==> src/rtl/debounce_pkg.sv <==
// Shared types for the debounce/event-counter slice.
// State encoding and width helper.
package debounce_pkg;

  typedef enum logic [1:0] {
    IDLE_LOW  = 2'd0,
    CHK_HIGH  = 2'd1,
    IDLE_HIGH = 2'd2,
    CHK_LOW   = 2'd3
  } state_t;

  function automatic int clog2(input int v);
    int r;
    r = 0;
    while ((1 << r) < v) r = r + 1;
    return r;
  endfunction

endpackage

==> src/rtl/debounce_event_counter_if.sv <==
// Input level/clear and debounced outputs of
// the debounce event counter.
interface debounce_event_counter_if #(
  parameter int EVT_CNT_W = 8
) ();

  logic                 sync_in;
  logic                 clr_count;
  logic                 db_out;
  logic                 rise_pulse;
  logic                 fall_pulse;
  logic                 glitch_pulse;
  logic                 busy;
  logic [EVT_CNT_W-1:0] event_count;

  modport master (
    output sync_in,
    output clr_count,
    input  db_out,
    input  rise_pulse,
    input  fall_pulse,
    input  glitch_pulse,
    input  busy,
    input  event_count
  );

  modport slave (
    input  sync_in,
    input  clr_count,
    output db_out,
    output rise_pulse,
    output fall_pulse,
    output glitch_pulse,
    output busy,
    output event_count
  );

endinterface

==> src/rtl/debounce_timer.sv <==
// Stability counter: start loads 1, clear zeroes,
// inc advances; done flags the final sample.
module debounce_timer
  import debounce_pkg::*;
#(
  parameter int STABLE_CYCLES = 4
) (
  input  logic clk,
  input  logic reset_n,
  input  logic start,
  input  logic clear,
  input  logic inc,
  output logic done
);

  localparam int LW = clog2(STABLE_CYCLES);
  localparam int CW = (LW < 1) ? 1 : LW;
  localparam logic [CW-1:0] LAST =
    CW'(STABLE_CYCLES - 1);

  logic [CW-1:0] cnt;

  always_ff @(posedge clk) begin
    if (!reset_n) begin
      cnt <= '0;
    end else if (start) begin
      cnt <= CW'(1);
    end else if (clear) begin
      cnt <= '0;
    end else if (inc) begin
      cnt <= cnt + CW'(1);
    end
  end

  assign done = (cnt == LAST);

endmodule

==> src/rtl/debounce_event_counter.sv <==
// Debounces a synchronized level, emits edge and glitch
// pulses and counts debounced rising events.
module debounce_event_counter
  import debounce_pkg::*;
#(
  parameter int STABLE_CYCLES = 4,
  parameter int EVT_CNT_W     = 8
) (
  input  logic                     clk,
  input  logic                     reset_n,
  debounce_event_counter_if.slave  bus
);

  if (STABLE_CYCLES < 2) begin : g_bad_param
    $error("STABLE_CYCLES must be >= 2");
  end

  state_t               state;
  logic                 db;
  logic                 rise;
  logic                 fall;
  logic                 glitch;
  logic                 busy_q;
  logic [EVT_CNT_W-1:0] count;

  logic s;
  logic clr;
  logic start;
  logic clear;
  logic inc;
  logic done;

  assign s   = bus.sync_in;
  assign clr = bus.clr_count;

  always_comb begin
    start = 1'b0;
    clear = 1'b0;
    inc   = 1'b0;
    unique case (state)
      IDLE_LOW:  start = s;
      IDLE_HIGH: start = !s;
      CHK_HIGH: begin
        clear = !s || done;
        inc   = s && !done;
      end
      CHK_LOW: begin
        clear = s || done;
        inc   = !s && !done;
      end
    endcase
  end

  debounce_timer #(
    .STABLE_CYCLES (STABLE_CYCLES)
  ) u_timer (
    .clk     (clk),
    .reset_n (reset_n),
    .start   (start),
    .clear   (clear),
    .inc     (inc),
    .done    (done)
  );

  always_ff @(posedge clk) begin
    if (!reset_n) begin
      state  <= IDLE_LOW;
      db     <= 1'b0;
      rise   <= 1'b0;
      fall   <= 1'b0;
      glitch <= 1'b0;
      busy_q <= 1'b0;
      count  <= '0;
    end else begin
      rise   <= 1'b0;
      fall   <= 1'b0;
      glitch <= 1'b0;
      if (clr) count <= '0;
      unique case (state)
        IDLE_LOW: begin
          if (s) begin
            state  <= CHK_HIGH;
            busy_q <= 1'b1;
          end
        end
        CHK_HIGH: begin
          if (!s) begin
            state  <= IDLE_LOW;
            busy_q <= 1'b0;
            glitch <= 1'b1;
          end else if (done) begin
            state  <= IDLE_HIGH;
            busy_q <= 1'b0;
            db     <= 1'b1;
            rise   <= 1'b1;
            // a coincident clear still keeps this event
            count  <= clr ? EVT_CNT_W'(1)
                          : count + EVT_CNT_W'(1);
          end
        end
        IDLE_HIGH: begin
          if (!s) begin
            state  <= CHK_LOW;
            busy_q <= 1'b1;
          end
        end
        CHK_LOW: begin
          if (s) begin
            state  <= IDLE_HIGH;
            busy_q <= 1'b0;
            glitch <= 1'b1;
          end else if (done) begin
            state  <= IDLE_LOW;
            busy_q <= 1'b0;
            db     <= 1'b0;
            fall   <= 1'b1;
          end
        end
      endcase
    end
  end

  assign bus.db_out       = db;
  assign bus.rise_pulse   = rise;
  assign bus.fall_pulse   = fall;
  assign bus.glitch_pulse = glitch;
  assign bus.busy         = busy_q;
  assign bus.event_count  = count;

endmodule

==> src/flat_wrapper.sv <==
// flat-port wrapper written by rule: the top's interface ports become plain ports
module debounce_event_counter_flat import debounce_pkg::*;
#(
  parameter int STABLE_CYCLES = 4,
  parameter int EVT_CNT_W     = 8
)
  (clk, reset_n, bus_sync_in, bus_clr_count, bus_db_out, bus_rise_pulse, bus_fall_pulse, bus_glitch_pulse, bus_busy, bus_event_count);
  debounce_event_counter_if #(.EVT_CNT_W(EVT_CNT_W)) bus_i ();
  input  logic clk;
  input  logic reset_n;
  input wire logic [$bits(bus_i.sync_in)-1:0] bus_sync_in;
  input wire logic [$bits(bus_i.clr_count)-1:0] bus_clr_count;
  output wire logic [$bits(bus_i.db_out)-1:0] bus_db_out;
  output wire logic [$bits(bus_i.rise_pulse)-1:0] bus_rise_pulse;
  output wire logic [$bits(bus_i.fall_pulse)-1:0] bus_fall_pulse;
  output wire logic [$bits(bus_i.glitch_pulse)-1:0] bus_glitch_pulse;
  output wire logic [$bits(bus_i.busy)-1:0] bus_busy;
  output wire logic [$bits(bus_i.event_count)-1:0] bus_event_count;
  assign bus_i.sync_in = bus_sync_in;
  assign bus_i.clr_count = bus_clr_count;
  assign bus_db_out = bus_i.db_out;
  assign bus_rise_pulse = bus_i.rise_pulse;
  assign bus_fall_pulse = bus_i.fall_pulse;
  assign bus_glitch_pulse = bus_i.glitch_pulse;
  assign bus_busy = bus_i.busy;
  assign bus_event_count = bus_i.event_count;
  debounce_event_counter #(.STABLE_CYCLES(STABLE_CYCLES), .EVT_CNT_W(EVT_CNT_W)) u_core (.clk(clk), .reset_n(reset_n), .bus(bus_i));
endmodule
==> config.mk <==
export PLATFORM = sky130hd
export DESIGN_NAME = debounce_event_counter_flat
export DESIGN_NICKNAME = d
export VERILOG_FILES = /design/src/rtl/debounce_pkg.sv /design/src/rtl/debounce_event_counter_if.sv /design/src/rtl/debounce_timer.sv /design/src/rtl/debounce_event_counter.sv /design/src/flat_wrapper.sv
export SDC_FILE = /design/constraint.sdc
export NUM_CORES = 1
export LEC_CHECK = 0
export ABC_AREA = 1
export CAP_MARGIN = 10
export CORE_AREA = 2 2 44 46
export DETAILED_ROUTE_END_ITERATION = 6
export DIE_AREA = 0 0 46 48
export HOLD_SLACK_MARGIN = 0.05
export PLACE_DENSITY_LB_ADDON = 0.05
export SETUP_SLACK_MARGIN = 0.2
export SYNTH_ARGS = -nofsm -noshare
export SYNTH_HDL_FRONTEND = slang
export SYNTH_SLANG_ARGS = --single-unit
==> constraint.sdc <==
create_clock -name clk -period 4 [get_ports clk]
set_input_delay 0.6 -clock clk [delete_from_list [all_inputs] [get_ports clk]]
set_output_delay 0.6 -clock clk [all_outputs]
set_load 0.01 [all_outputs]
After elaboration in Yosys (flattened, before gate mapping):

Cells that the tools add are included.

* equality and inequality tests: 12
* muxes and demuxes: 33
* reduce and logical (&&, ||, !) cells: 15
* bitwise logic cells: 2
* $add $sub $neg: 2

Operators by type and width (number)
* $mux 8: 5
* $mux 1: 15
* $mux 2: 6
* $pmux 1 s2: 5
* $add 8x1->8 const B: 1
* $ne 2x2->1 const B: 4
* $pmux 2 s4: 1
* $eq 2x2->1 const B: 3
* $ne 3x2->1 const B: 2
* $reduce_or 3->1: 2
* $reduce_and 5->1: 1
* $ne 2x1->1 const B: 2
* $pmux 1 s4: 1
* $reduce_and 4->1: 1
* $reduce_and 3->1: 1
* $reduce_bool 3->1: 1
* $add 2x1->2 const B: 1
* $eq 2x1->1 const B: 1
* $logic_and 1x1->1: 2
* $logic_not 1->1: 2
* $logic_not 2->1: 1
* $logic_or 1x1->1: 2
* $not 1->1: 2
* $reduce_and 2->1: 1
* $reduce_bool 2->1: 1

* output and inout bits: 13
* register bits after elaboration: 17
* word-level logic and storage cells: 73
* input bits: 4

Depth between registers and ports, before layout:

Gate-level depths: netlist of run 1.

* word-level depth: 7
* depth in mapped cells: 9
* gate-level depth less buffers: 9

By module:

From an unflattened synthesis of run 1, not the netlist that was laid out.

* cell total of the unflattened synthesis: 111
* area total of the unflattened synthesis: 827.0 µm²

Modules (own cells, without submodules)
* debounce_event_counter: cells each 95, area an instance 709.4 µm², sequential area each 300.3 µm², instances 1
* debounce_timer: cells each 16, area an instance 117.6 µm², sequential area each 40.0 µm², instances 1

Worst setup path after synthesis of run 1:

No wires, ideal clock.

* kind: input-to-reg
* start: input port bus_sync_in
* end: register u_core.u_timer.cnt[0]
* required time: 3.930 ns
* buffers on the path: 0
* data arrival time: 1.428 ns
* library setup time: 0.070 ns
* slack: 2.503 ns
* stages: 6
* path through: inv_2 -> ha_1 -> nor2_1 -> nand2_1 -> or2_0 -> a21oi_1

* longest elaborated chain between the ends: 5
* elaborated cells on any way between the ends: 11
* those cells by class: 5 x mux; 6 x reduce/logical

Ends and longest elaborated chain
* from (decl): RTL line flat_wrapper.sv:11 `input wire logic [$bits(bus_i.sync_in)-1:0] bus_sync_in;`
* $logic_not 1->1: RTL line debounce_event_counter.sv:42, debounce_event_counter.sv:44, debounce_event_counter.sv:49
* $logic_or 1x1->1: RTL line debounce_event_counter.sv:44 `clear = !s || done;`
* $pmux 1 s2: RTL line debounce_event_counter.sv:40 `unique case (state)`
* $mux 1: RTL line debounce_timer.sv:28 `end else if (clear) begin`
* $mux 1: RTL line debounce_timer.sv:26 `end else if (start) begin`
* to (signal assigned): RTL line debounce_timer.sv:31 `cnt <= cnt + CW'(1);`
* to (decl): RTL line debounce_timer.sv:21 `logic [CW-1:0] cnt;`

Several ways; a longest one is shown, not always the timed one.
A chain may end at the register's enable or synchronous reset.

Final worst setup path of run 1:

* start: register u_core.count[3], in the netlist u_core.bus.event_count[3]
* end: output port bus_event_count[3]

RTL lines
* from (decl): RTL line debounce_event_counter.sv:24 `logic [EVT_CNT_W-1:0] count;`
* from (signal assigned): RTL line debounce_event_counter.sv:97 `count <= clr ? EVT_CNT_W'(1)`
* to (decl): RTL line flat_wrapper.sv:18 `output wire logic [$bits(bus_i.event_count)-1:0] bus_event_count;`

No word-level cell between the ends.

==> run_results.csv, run 1 <==
group,metric,value,unit
outcome,status,"finished clean",
yosys,yosysTopAreaCell,"dfxtp_1",
setup_path,worstReg2RegEnd,"u_core.u_timer.cnt[0]$_SDFFE_PN0P_",
global_route,grt_first_pass_wirelength,2691,um
sta,min_period,1.953,ns
clock_tree,clockRootBuffer,"clkbuf_4",
setup_path,critPathMaxStageDelay,0.59,ns
route,antenna_left,0,
setup_path,worst_setup_path_end_kind,"output pin",
worst_hold_path,hold_path_depth,2,
cells_and_area,fin_util,0.6052,
job,maxCapViolations,0,
floorplan,die_area,0.002208,sq mm
setup_path,r2r-start,"u_core.state[0]$_SDFFE_PN0P_",
setup_path,crit_slowest_cell,"clkdlybuf4s50_1",
floorplan,io_pins,17,
floorplan,num_rows,15,
clock_tree,clk_latency,0.28,ns
cells_and_area,areaGrowthSynthToFinish,23.79,%
global_route,grt_use_total,0.1702,
sta,drv_slew,0,
placed_design,gp_congestion,0.7927,
yosys,post-synth-top-count-cell,"nand2_1",
floorplan,coreArea,0.001689,sq mm
floorplan,die_h,48,um
cells_and_area,nets,138,
yosys,synth_fp_nets,118,
worst_hold_path,hold_path_end,"u_core.u_timer.cnt[1]$_SDFFE_PP0P_",
route,wirelength,1597,um
sta,fmax,512.0,MHz
yosys,synth_common_cells,"nand2_1, dfxtp_1, inv_1, nor2_1, a21oi_1",
clock_tree,cts_inserted_buffers,3,
setup_path,r2r_setup_slack,2.51,ns
worst_hold_path,min-delay-start,"u_core.u_timer.cnt[1]$_SDFFE_PP0P_",
sta,fin_skew,0.001268,ns
setup_path,cp_max_fo,8,
yosys,synth_top_area_share,0.4121,
sta,setup_viol,0,
global_route,antenna_found_initial,0,
setup_path,reg2regPathDepth,7,
power_and_ir_drop,vdd_drop_max,0.1832,mV
clock_tree,postCtsSetupBuffers,0,
power_and_ir_drop,power.leakage,0.4279,nW
yosys,synth_flop_cell,"dfxtp_1",
clock_tree,h-tree-depth,1,
yosys,seq_area_frac_synth,0.4121,
yosys,ys_ff_latch,17,
sta,timing.hold.ws,0.4732,ns
sta,worstMarginPinSlew,0.2874,ns
yosys,syn_inst,111,
clock_tree,post_cts_resized,0,
yosys,synth_edf_count,0,
global_route,grt_pass1_vias,632,
floorplan,die_x,46,um
sta,finalHoldViolCount,0,
setup_path,path_cells,"clkdlybuf4s50_1",
setup_path,arrival,1.35,ns
yosys,ys_warn_count,0,
power_and_ir_drop,powerDensity,301.4,mW/mm^2
global_route,overflow,0,
clock_tree,cts_tree,"done",
yosys,syn_area,825.8,sq um
route,drt_pre_antenna_iters,4,
setup_path,critPathLaunchType,"flip-flop",
sta,finalCritPeriodShare,0.4883,
placed_design,portBuffers,16,
yosys,netlist_top_cells_area,"dfxtp_1, nand2_1, inv_1",
setup_path,path_class,"reg2out",
setup_path,path_buf_inv,1,
clock_tree,clkSlewWorstSetupHoldPaths,0.09,ns
route,drcViolationCount,0,
cells_and_area,multi_input_area,414.1,sq um
yosys,synth_cell_types,19,
setup_path,required,3.40,ns
route,via_per_inst,5.048,
route,vias,742,
sta,rsz0062_at_grt,"no",
global_route,grt_max_degree,10,
clock_tree,cts_hold_buf,0,
cells_and_area,insertedDiodeCount,0,
yosys,synth.avg_cell_area,7.440,sq um
yosys,synthArstFlopShare,0,
route,drtIter0Drc,14,
setup_path,crit_family,"buffers and inverters",
floorplan,initial_core_util,0.4889,
placed_design,dp_hpwl,1250,um
route,wire_per_inst,10.86,um
sta,setup_tns,0,ns
clock_tree,clkSinkCount,17,
clock_tree,cts_buffer_depth,2,
worst_hold_path,hold_class,"reg2reg",
sta,slew_headroom,0.8082,
cells_and_area,drive_gt1_frac,0.1308,
cells_and_area,seq_area,340.3,sq um
cells_and_area,nFillCells,174,
==> sequential cells by signal, indices dropped and copies added, names as in the netlist, named ones only <==
signal and cells:
u_core.u_timer.cnt 2, u_core.bus.glitch_pulse 1, u_core.bus.rise_pulse 1, u_core.bus.fall_pulse 1, u_core.bus.db_out 1, u_core.bus.event_count 8
u_core.state 1, u_core.bus.busy 1
==> how the worst max path moves through the flow <==
stage,start,endpoint,slack [ns],cells after the start
6_report,u_core.bus.event_count[3]$_SDFF_PN0_,bus_event_count[3],2.05,1
5_1_grt,u_core.bus.event_count[3]$_SDFF_PN0_,bus_event_count[3],1.97,1
4_1_cts,u_core.bus.event_count[3]$_SDFF_PN0_,bus_event_count[3],2.03,1
2_1_floorplan,bus_sync_in,u_core.u_timer.cnt[0]$_SDFFE_PN0P_,2.50,6
3_3_place_gp,bus_sync_in,u_core.u_timer.cnt[0]$_SDFFE_PN0P_,1.88,7
3_5_place_dp,bus_sync_in,u_core.u_timer.cnt[0]$_SDFFE_PN0P_,1.85,7
==> cells in the final DEF (no fill, tap or decap), drive strengths merged, types with 3 or more instances in the layout <==
cell / count
clkbuf: 4
nand3: 8
clkdlybuf4s50: 16
o21ai: 7
ha: 3
nor3: 4
dfxtp: 17
nand4: 4
a21oi: 9
nand2: 23
nor2: 17
inv: 16
==> where the power goes <==
part / internal, mW / leakage [nW] / switching [mW]
logic: 0.0164 / 0.275 / 0.0215
registers: 0.175 / 0.138 / 0.00688
clock network: 0.0387 / 0.0150 / 0.0495
total: 0.230 / 0.428 / 0.0779
==> stage by stage <==
| stage | setup WS (ns) | instances | instance area [sq um] | power (mW) |
|---|---|---|---|---|
| global route | 1.970 | 147 | 1022 | 0.3288 |
| floorplan | 2.503 | 111 | 825.8 | 0.2137 |
| finish | 2.047 | 147 | 1022 | 0.3081 |
| detailed placement | 1.854 | 143 | 996.0 | 0.2246 |
| global placement | 1.884 | 143 | 996.0 | 0.2238 |
| CTS | 2.029 | 147 | 1022 | 0.3160 |
==> per-layer routing <==
layer / global-route usage / wire length [um] / up-vias / part of all wire
met5: 0 / 0 / - / 0
met2: 0.2944 / 796 / 14 / 0.50
li1: - / - / 399 / -
met3: 0.02642 / 80 / 2 / 0.050
met1: 0.2041 / 713 / 327 / 0.45
met4: 0.08571 / 6 / 0 / 0.0038
==> cell families after synthesis <==
logic type,share of synthesized area
and+or+nand+nor,0.3500
AOI/OAI and AO/OA,0.1061
buffers and inverters,0.08637
DFF,0.4121
adders and majority gates,0.04546
==> cell type report <==
| cell class | instances | share of cell area |
|---|---|---|
| Sequential cell | 17 | 0.3329 |
| Tap cell | 17 | 0.02081 |
| Timing Repair Buffer | 16 | 0.1567 |
| Inverter | 16 | 0.05875 |
| Multi-Input combinational cell | 77 | 0.4051 |
| Clock buffer | 4 | 0.02570 |
No activity file was read; power rests on OpenSTA's default activity.
==> run 2: changes to the inputs <==
- CORE_AREA: 2 2 44 46 -> 2 2 47 49
- DIE_AREA: 0 0 46 48 -> 0 0 49 51
- clock period: 4 -> 1.7 ns (I/O delays scaled with it)
==> run 2 against run 1 <==
Net effect:
- design area grew 8.1%
- setup slack lost 1.8 ns
- die area grew 13%
- critical path type unchanged
- clock-buffer cell count is the same
- largest cell class unchanged
- combinational power grew to 2.9 times the previous value
- sequential share of layout area shrank 2.0 points
==> run_results.csv, run 2 (same netlist as run 1, synthesis figures left out) <==
group,metric,value,unit
setup_path,arrival,1.18,ns
placed_design,portBuffers,16,
floorplan,io_pins,17,
clock_tree,cts_buffer_depth,2,
floorplan,coreArea,0.002063,sq mm
sta,finalHoldViolCount,0,
cells_and_area,largest_register_ffs,8,
clock_tree,cts_inserted_buffers,3,
job,maxCapViolations,0,
clock_tree,h-tree-depth,1,
setup_path,worst_setup_path_end_kind,"output pin",
route,wl_met3,44,um
cells_and_area,areaGrowthSynthToFinish,33.79,%
route,drt_pre_antenna_iters,4,
setup_path,path_cells,"clkdlybuf4s50_1",
clock_tree,clkSlewWorstSetupHoldPaths,0.10,ns
power_and_ir_drop,seqPwrFrac,0.565,
placed_design,dp_cells,161,
cells_and_area,insertedDiodeCount,0,
setup_path,required,1.44,ns
setup_path,reg2regPathDepth,7,
floorplan,initial_core_util,0.4002,
outcome,status,"finished clean",
sta,worstMarginPinSlew,0.2630,ns
placed_design,gp_congestion,0.8057,
route,drcViolationCount,0,
setup_path,cp_max_fo,2,
route,vias,768,
setup_path,critPathLaunchType,"flip-flop",
route,highest_layer,"met4",
sta,rsz0062_at_grt,"no",
global_route,antenna_found_initial,0,
sta,setup_tns,0,ns
power_and_ir_drop,powerDensity,677.0,mW/mm^2
floorplan,die_x,49,um
route,antenna_left,0,
power_and_ir_drop,vdd_drop_max,0.3903,mV
cells_and_area,final_common_cell,"nand2_1",
clock_tree,clk_latency,0.29,ns
setup_path,crit_slowest_cell,"clkdlybuf4s50_1",
power_and_ir_drop,pwr-share-comb,0.149,
cells_and_area,stdcell_count,165,
power_and_ir_drop,clockPowerShare,0.287,
power_and_ir_drop,sw_frac_of_total,0.2585,
worst_hold_path,hold_class,"reg2reg",
power_and_ir_drop,internal_power,554.6,uW
power_and_ir_drop,power.leakage,0.5632,nW
sta,min_period,1.433,ns
floorplan,num_rows,17,
global_route,grt_max_degree,10,
floorplan,die_h,51,um
setup_path,r2r_setup_slack,0.36,ns
floorplan,die_area,0.002499,sq mm
sta,fin_skew,0.01010,ns
global_route,grt_pass1_vias,717,
cells_and_area,drive_gt1_frac,0.2044,
sta,setup_viol,0,
setup_path,critPathMaxStageDelay,0.54,ns
route,dr_wl_met2,790,um
worst_hold_path,min-delay-start,"u_core.bus.event_count[2]$_SDFF_PN0_",
sta,slew_headroom,0.8245,
cells_and_area,layout_common_cells,"nand2_1, inv_1, dfxtp_1",
global_route,grt_use_total,0.1575,
setup_path,crit_family,"buffers and inverters",
route,drtIter0Drc,22,
sta,fmax,697.7,MHz
route,met1Wirelength,812,um
sta,drv_slew,0,
clock_tree,cts_tree,"done",
clock_tree,postCtsSetupBuffers,0,
route,wire_per_inst,10.09,um
setup_path,path_buf_inv,1,
setup_path,worstReg2RegEnd,"u_core.u_timer.cnt[0]$_SDFFE_PN0P_",
clock_tree,clockRootBuffer,"clkbuf_4",
global_route,overflow,0,
placed_design,dp_hpwl,1270,um
power_and_ir_drop,power_switching,193.4,uW
worst_hold_path,hold_path_depth,1,
clock_tree,clkSinkCount,17,
route,via_per_inst,4.655,
setup_path,path_class,"reg2out",
setup_path,worstSetupStartpoint,"u_core.bus.event_count[3]$_SDFF_PN0_",
cells_and_area,nets,145,
global_route,grt_first_pass_wirelength,3056,um
route,wirelength,1665,um
worst_hold_path,hold_path_end,"u_core.bus.event_count[2]$_SDFF_PN0_",
sta,finalCritPeriodShare,0.8431,
run 2: worst max-delay path by stage:
stage	end	slack, ns	depth (start not counted)
final	bus_event_count[3]	0.27	1
after global routing	bus_busy	0.21	1
after CTS	bus_event_count[4]	0.21	1
after detailed placement	u_core.u_timer.cnt[0]$_SDFFE_PN0P_	0.02	7
after global placement	u_core.u_timer.cnt[0]$_SDFFE_PN0P_	0.04	7
after floorplan	u_core.u_timer.cnt[0]$_SDFFE_PN0P_	0.36	8
run 2: layout make-up:
type / instances / area [sq um]
well taps: 28 / 35.03
inverters: 16 / 60.06
repair buffers: 23 / 224.0
flip-flops and latches: 17 / 345.3
multi-input cells: 77 / 414.1
clock buffers: 4 / 26.28
fillers: 217 / 958.4
run 2: metal layers:
layer  GRT usage  vias to the layer above
met4     0.08571                        0
met1      0.1967                      345
met5           0                        -
met3     0.02632                        2
li1            -                      412
met2      0.2603                        9
run 2: stage by stage:
step | hold WS [ns] | instance area [sq um] | total power, mW | setup WS [ns] | utilization
finish | 0.4641 | 1105 | 0.7479 | 0.2667 | 0.5355
global route | 0.4888 | 1105 | 0.7949 | 0.2122 | 0.5355
CTS | 0.4747 | 1091 | 0.7601 | 0.2091 | 0.5288
detailed placement | 0.4615 | 1062 | 0.5435 | 0.01529 | 0.5149
global placement | 0.4655 | 1062 | 0.5422 | 0.04304 | 0.5149
floorplan | 0.3793 | 825.8 | 0.5027 | 0.3563 | -
run 2: timing repair:
item	in CTS	in global routing
pin swaps	0	0
resized for setup	4	6
hold endpoints to repair	0	0
hold buffers	0	0
setup endpoints to repair	4	7
run 2: power groups by stage:
stage / clock network, mW / registers, mW / logic (mW)
2_1_floorplan: 0 / 0.432 / 0.0711
3_3_place_gp: 0 / 0.431 / 0.111
3_5_place_dp: 0 / 0.431 / 0.112
4_1_cts: 0.225 / 0.422 / 0.113
5_1_grt: 0.244 / 0.425 / 0.126
6_report: 0.214 / 0.422 / 0.111
==> run 3: changes to the inputs <==
- CORE_AREA: 2 2 47 49 -> 2 2 45 47
- DIE_AREA: 0 0 49 51 -> 0 0 47 49
- clock period: 1.7 -> 1.43 ns (I/O delays scaled with it)
==> run 3 against run 2 <==
Net effect:
- setup slack got worse by 0.060 ns
- register-to-register slack got worse by 0.15 ns
- die area shrank 7.8%
- non-clock buffer count is 6 higher
- clock-buffer cell count fell by 1
- utilization increased by 10 points
==> run_results.csv, run 3 (same netlist as run 1, synthesis figures left out) <==
group,metric,value,unit
cells_and_area,drive_gt1_frac,0.3217,
setup_path,crit_slowest_cell,"dfxtp_2",
sta,drv_slew,0,
sta,fin_skew,0.004567,ns
setup_path,critPathLaunchType,"flip-flop",
setup_path,worst_setup_path_end_kind,"flip-flop",
sta,worstMarginPinSlew,0.2745,ns
clock_tree,cts_buffer_depth,2,
setup_path,critPathMaxStageDelay,0.35,ns
floorplan,coreArea,0.001842,sq mm
clock_tree,clockRootBuffer,"clkbuf_4",
clock_tree,clkSlewWorstSetupHoldPaths,0.10,ns
cells_and_area,insertedDiodeCount,0,
setup_path,crit_top_cell,"nand2_2",
setup_path,required,1.65,ns
placed_design,dp_hpwl,1265,um
cells_and_area,multi_input_area,459.2,sq um
job,maxCapViolations,0,
floorplan,die_h,49,um
cells_and_area,fin_area,0.001171,sq mm
cells_and_area,largest_register_ffs,8,
cells_and_area,seq_area,350.3,sq um
sta,rsz0062_at_grt,"yes",
sta,setup_viol,0,
placed_design,placedInstanceArea,0.001101,sq mm
route,via_per_inst,4.618,
power_and_ir_drop,vdd_drop_max,0.4841,mV
clock_tree,cts_inserted_buffers,3,
cells_and_area,nets,151,
placed_design,dp_cells,165,
power_and_ir_drop,power.leakage,0.5577,nW
setup_path,path_class,"reg2reg",
clock_tree,h-tree-depth,1,
floorplan,num_rows,16,
floorplan,die_x,47,um
route,wirelength,1709,um
setup_path,path_buf_inv,1,
global_route,grt_max_degree,11,
sta,fmax,817.2,MHz
sta,finalHoldViolCount,0,
cells_and_area,final_common_cell,"nand2_1",
route,drcViolationCount,0,
sta,finalCritPeriodShare,0.8557,
setup_path,cp_max_fo,2,
cells_and_area,stdcell_count,170,
setup_path,path_cells,"nand2_2 > inv_2 > ha_4 > nor2_4 > nand2_2 > or2_0 > a21oi_1",
placed_design,portBuffers,16,
global_route,overflow,0,
route,drtIter0Drc,8,
route,drt_pre_antenna_iters,4,
global_route,grt_pass1_vias,698,
sta,slew_headroom,0.8168,
global_route,grt_use_total,0.1758,
setup_path,crit_family,"simple AND/OR/NAND/NOR gates",
sta,min_period,1.224,ns
global_route,grt_first_pass_wirelength,2946,um
sta,timing.hold.ws,0.4571,ns
power_and_ir_drop,powerDensity,783.3,mW/mm^2
clock_tree,cts_hold_buf,0,
route,antenna_left,0,
outcome,status,"finished clean",
floorplan,io_pins,17,
route,wire_per_inst,10.05,um
clock_tree,clk_latency,0.29,ns
cells_and_area,nFillCells,183,
placed_design,gp_congestion,0.7996,
global_route,antenna_found_initial,0,
route,vias,785,
cells_and_area,areaGrowthSynthToFinish,41.82,%
floorplan,initial_core_util,0.4484,
cells_and_area,layout_common_cells,"nand2_1, dlygate4sd2_1, buf_4",
worst_hold_path,hold_class,"reg2reg",
clock_tree,clkSinkCount,17,
floorplan,die_area,0.002303,sq mm
setup_path,arrival,1.44,ns
clock_tree,cts_tree,"done",
run 3: cell count changes in the layout (fill, tap and decap cells not counted), moves of 4 or more:
| cell | delta |
|---|---|
| clkdlybuf4s50_1 | -8 |
| buf_4 | +6 |
| dlygate4sd2_1 | +13 |
| dfxtp_2 | +4 |
| dfxtp_1 | -4 |
| dlymetal6s2s_1 | -5 |
run 3: metal layers:
metal | wire (um) | vias up | track usage | part of all wire
li1 | - | 423 | - | -
met1 | 857 | 344 | 0.2611 | 0.50
met2 | 760 | 14 | 0.2352 | 0.44
met3 | 63 | 4 | 0.04074 | 0.037
met4 | 29 | 0 | 0.08333 | 0.017
met5 | 0 | - | 0 | 0
run 3: final cells by class:
type	instances	share of cell area
Multi-Input combinational cell	77	0.3921
Clock inverter	1	0.004274
Clock buffer	3	0.01923
Sequential cell	17	0.2991
Inverter	16	0.05128
Timing Repair Buffer	29	0.2051
Tap cell	27	0.02885
run 3: power breakdown:
part | switching [mW] | internal (mW) | leakage (nW)
sequential | 0.0112 | 0.492 | 0.141
clock | 0.157 | 0.104 | 0.0177
combinational | 0.0847 | 0.0687 | 0.399
run 3: what timing repair did:
action	4_1_cts	5_1_grt
setup buffers	1	0
endpoints found under the setup margin	22	8
hold endpoints to repair	0	0
resized for setup	22	9
pin swaps	2	6
gates cloned	0	0
run 3: stage by stage:
step                setup TNS (ns)  setup WS [ns]  utilization  total power, mW
floorplan                        0         0.1122            -           0.5987
global placement           -0.6672        -0.1498       0.5978           0.6496
detailed placement         -0.8173        -0.1867       0.5978           0.6540
CTS                              0         0.1584       0.6202           0.9232
global route                     0         0.1625       0.6359           0.9769
finish                           0         0.2064       0.6359           0.9174
run 3: final timing paths:
path / from / endpoint / slack (ns) / cells past startpoint
worst max-delay path: flip-flop / u_core.u_timer.cnt[0]$_SDFFE_PN0P_ / 0.21 / 7
worst min-delay path: u_core.bus.event_count[2]$_SDFF_PN0_ / u_core.bus.event_count[2]$_SDFF_PN0_ / 0.46 / 1
worst max register to register: flip-flop / u_core.u_timer.cnt[0]$_SDFFE_PN0P_ / 0.21 / 7
worst min register to register: u_core.bus.event_count[2]$_SDFF_PN0_ / u_core.bus.event_count[2]$_SDFF_PN0_ / 0.46 / 1
